`config.mk`:
```
export PLATFORM = sky130hd
export DESIGN_NAME = debounced_edge_detector
export DESIGN_NICKNAME = d
export VERILOG_FILES = /design/src/rtl/debounced_edge_detector.sv
export SDC_FILE = /design/constraint.sdc
export NUM_CORES = 1
export LEC_CHECK = 0
export CAP_MARGIN = 40
export CORE_UTILIZATION = 50
export DETAILED_ROUTE_END_ITERATION = 8
export DONT_BUFFER_PORTS = 1
export PLACE_DENSITY = 0.69
export SYNTH_ARGS = -nofsm -noshare
export SYNTH_HDL_FRONTEND = slang
export SYNTH_SLANG_ARGS = --single-unit
```
`constraint.sdc`:
```
create_clock -name clk -period 2.65 [get_ports clk]
set_input_delay 0.3975 -clock clk [delete_from_list [all_inputs] [get_ports clk]]
set_output_delay 0.3975 -clock clk [all_outputs]
set_load 0.02 [all_outputs]
```
`src/rtl/debounced_edge_detector.sv`:
```
`default_nettype none
// ============================================================================
// Module   : debounced_edge_detector
// Brief    : N-channel synchroniser + debouncer with registered edge pulses.
// Revision : 1.0 - initial release
// ============================================================================
module debounced_edge_detector #(
  parameter int N            = 4,
  parameter int BOUNCE_TICKS = 4
) (
  input  logic         clk,
  input  logic         rst,
  input  logic         ena,
  input  logic [N-1:0] signal,
  input  logic [1:0]   mode,
  output logic [N-1:0] level,
  output logic [N-1:0] rising,
  output logic [N-1:0] falling,
  output logic [N-1:0] edge_detected,
  output logic         any_edge
);

  localparam int            CW        = $clog2(BOUNCE_TICKS + 1);
  localparam logic [CW-1:0] CNT_LAST  = CW'(BOUNCE_TICKS - 1);
  localparam logic [1:0]    MODE_RISE = 2'b00;
  localparam logic [1:0]    MODE_FALL = 2'b01;
  localparam logic [1:0]    MODE_BOTH = 2'b10;

  logic [N-1:0]  s1_q, s1_d;
  logic [N-1:0]  s2_q, s2_d;
  logic [N-1:0]  level_q, level_d;
  logic [N-1:0]  rising_q, rising_d;
  logic [N-1:0]  falling_q, falling_d;
  logic [N-1:0]  edge_q, edge_d;
  logic [CW-1:0] cnt_q [N];
  logic [CW-1:0] cnt_d [N];

  always_comb begin
    s1_d      = signal;
    s2_d      = s1_q;
    level_d   = level_q;
    rising_d  = '0;
    falling_d = '0;
    for (int i = 0; i < N; i++) begin
      cnt_d[i] = cnt_q[i];
      if (ena) begin
        if (s2_q[i] == level_q[i]) begin
          cnt_d[i] = '0;
        end else if (cnt_q[i] == CNT_LAST) begin
          // Mismatch has now persisted BOUNCE_TICKS enabled cycles: accept it.
          level_d[i]   = s2_q[i];
          cnt_d[i]     = '0;
          rising_d[i]  = s2_q[i];
          falling_d[i] = ~s2_q[i];
        end else begin
          cnt_d[i] = cnt_q[i] + CW'(1);
        end
      end
    end

    case (mode)
      MODE_RISE: edge_d = rising_d;
      MODE_FALL: edge_d = falling_d;
      MODE_BOTH: edge_d = rising_d | falling_d;
      default:   edge_d = '0;
    endcase
  end

  always_ff @(posedge clk or negedge rst) begin
    if (!rst) begin
      s1_q      <= '0;
      s2_q      <= '0;
      level_q   <= '0;
      rising_q  <= '0;
      falling_q <= '0;
      edge_q    <= '0;
      cnt_q     <= '{default: '0};
    end else begin
      s1_q      <= s1_d;
      s2_q      <= s2_d;
      level_q   <= level_d;
      rising_q  <= rising_d;
      falling_q <= falling_d;
      edge_q    <= edge_d;
      cnt_q     <= cnt_d;
    end
  end

  assign level         = level_q;
  assign rising        = rising_q;
  assign falling       = falling_q;
  assign edge_detected = edge_q;
  assign any_edge      = |edge_q;

endmodule
`default_nettype wire

```
==> reports/results.txt <==
Die X -> 56.46 um
final hold viol count -> 0
initial core utilization -> 0.5331
Ports -> 26
Max Root-Sink Buffers -> 2
TritonCTS Buffers -> 5
CTS tree -> done
DR WL/cell -> 14.28 um
Crit path largest cell delay -> 660 ps
Pleak -> 0.7330 nW
dpl cells -> 148
Worst Slack Setup Final -> 803.0 ps
post-layout instance area -> 1570 um^2
sequential share of the synthesized area -> 0.6076
vias per inst -> 5.516
post_cts resized -> 0
First-pass DRT Iterations -> 4
Relative slew margins -> 0.7722
Avg Cell Area, Syn -> 12.46 um^2
Area after DPL -> 1503 um^2
Critical path buffers and inverters -> 0
CTS HTree Levels -> 2
NumNets Final -> 139
PD cells -> 853.2 nW/um^2
final worst-path cycle share -> 0.6970
vias -> 855
Clock Tree Root -> clkbuf_4
Tmin final -> 1847 ps
area of the core -> 2781 um^2
Fin Setup TNS -> 0 ps
clock skew -> 6.190 ps
GRT overflow -> 0
Post-Synthesis Cells -> 119
clk sink count -> 36
Area Growth Syn to Fin -> 5.907%
hold_buf cts -> 2
GRT Util Overall -> 0.1652
final std cells w/o fill -> 155
setup slack at placement -> 1162 ps
CP endpoint kind -> output port
clock transition at the registers of the reported paths -> 90 ps
Ant. Diodes -> 0
Synth cell types -> 31
antenna-violating nets left -> 0
vias in the first global route -> 892
Synth Net Count -> 132
detailed-route DRC error count -> 0
Final Max Slew Viols -> 0
setup bufs post-CTS -> 0
DIE AREA -> 3187 um^2
routability cong. -> 0.7060
drt total wl -> 2.213 mm
Seq cells post-synth -> 36
Worst Hold Margin -> 78.46 ps
Worst path top cell family by delay -> simple AND/OR/NAND/NOR gates
Worst Hold Class -> in -> reg
die span in y -> 56.46 um
critical-path maximum fanout -> 2
layout cell share with drive strength beyond 1 -> 0.09677
Synth Warn # -> 0
Finish-stage setup viols -> 0
initial antenna violation count -> 0
CP arrival -> 1450 ps
Final HPWL DP -> 1.443 mm
first-pass GRT wire length -> 3.912 mm
nature of the critical path startpoint -> flop
status -> completed
pin count of the biggest net entering global routing -> 37
fmax -> 0.5414 GHz
number of port buffers -> 0
critical-path cell list -> or4_1
Worst IR Drop VDD -> 0.6524 mV
Worst EP required -> 2250 ps
slowest stage cell, crit path -> or4_1
RSZ-0062 raised after global routing -> no
clock latency at the later pin of the worst-skew pair -> 340 ps
Std-Cell Rows -> 19
max-cap viol count -> 0
CP Class -> reg -> out
Synth Cell Area -> 1483 um^2
slew of the pin with the lowest slew margin -> 341.7 ps
post-layout util -> 0.5646
Total Power -> 1.340 mW
reg2reg setup slack -> 1360 ps
DR iter-0 viols -> 21
state kept, by name, indices dropped and copies added (netlist names):
register and count:
cnt_q 12, edge_detected 4, falling 4, level 4
rising 4, s1_q 4, s2_q 4
layout make-up:
| type | count | area [um^2] |
|---|---|---|
| Clock buffer | 5 | 37.54 |
| Fill cell | 250 | 1211 |
| Inverter | 7 | 26.28 |
| Multi-Input combinational cell | 74 | 536.8 |
| Sequential cell | 36 | 900.9 |
| Tap cell | 31 | 38.79 |
| Timing Repair Buffer | 2 | 30.03 |
routing by layer:
layer	wire (um)	GRT usage	vias to the layer above
li1	-	-	417
met1	1014	0.2088	411
met2	1037	0.2437	23
met3	123	0.05991	4
met4	37	0.09408	0
met5	0	0	-
worst paths after layout:
check	start	endpoint	cells after the start
max	edge_detected[1]$_DFF_PN0_	any_edge	1
max reg2reg	cnt_q[9]$_DFFE_PN0P_	level[0]$_DFFE_PN0P_	4
max in group asynchronous	rst	edge_detected[1]$_DFF_PN0_	2
min	signal[3]	s1_q[3]$_DFF_PN0_	0
min reg2reg	s1_q[0]$_DFF_PN0_	s2_q[0]$_DFF_PN0_	0
min in group asynchronous	rst	s1_q[3]$_DFF_PN0_	2
power breakdown:
part	internal, mW	switching (mW)	leakage [nW]
Clock	0.0885	0.157	0.0230
Sequential	0.641	0.135	0.470
Combinational	0.169	0.148	0.240
synth_stat cells, drive strengths merged:
cell | n | share of area
dfrtp | 36 | 0.61
o21ai | 9 | 0.030
inv | 7 | 0.018
nor2b | 7 | 0.035
nand2 | 6 | 0.015
nand2b | 6 | 0.025
mux2 | 5 | 0.038
a21oi | 4 | 0.014
ha | 4 | 0.034
nor3b | 4 | 0.020
o22ai | 4 | 0.030
or3b | 4 | 0.024
and2b | 3 | 0.015
xnor2 | 3 | 0.018
a21o | 2 | 0.010
buf | 2 | 0.013
nand3 | 2 | 0.0068
nor2 | 2 | 0.0051
o21a | 2 | 0.010
a21boi | 1 | 0.0051
and2 | 1 | 0.0042
and3 | 1 | 0.0042
nand3b | 1 | 0.0051
nor3 | 1 | 0.0034
or4 | 1 | 0.0051
xor2 | 1 | 0.0059
cell families after synthesis:
logic type	synth area share
xor gates and xnor gates	0.02363
and+or+nand+nor	0.1679
AOI/OAI and AO/OA	0.09873
muxes	0.03797
adders and majority gates	0.03376
DFF	0.6076
buffers and inverters	0.03038
cell usage in the layout, fill, tap and decap left out, types with 3 or more instances in the layout:
master and count:
o21ai_1 4, dfrtp_1 36, or3b_1 4, o22ai_2 3
and2b_1 3, xnor2_1 3, nor3b_1 4, mux2_1 3
nor2b_1 6, clkbuf_4 5, nand2b_1 6, ha_1 4
a21oi_1 4, o21ai_0 5, inv_1 7, nand2_1 6
Note: power is estimated with default switching activity, not from simulation.
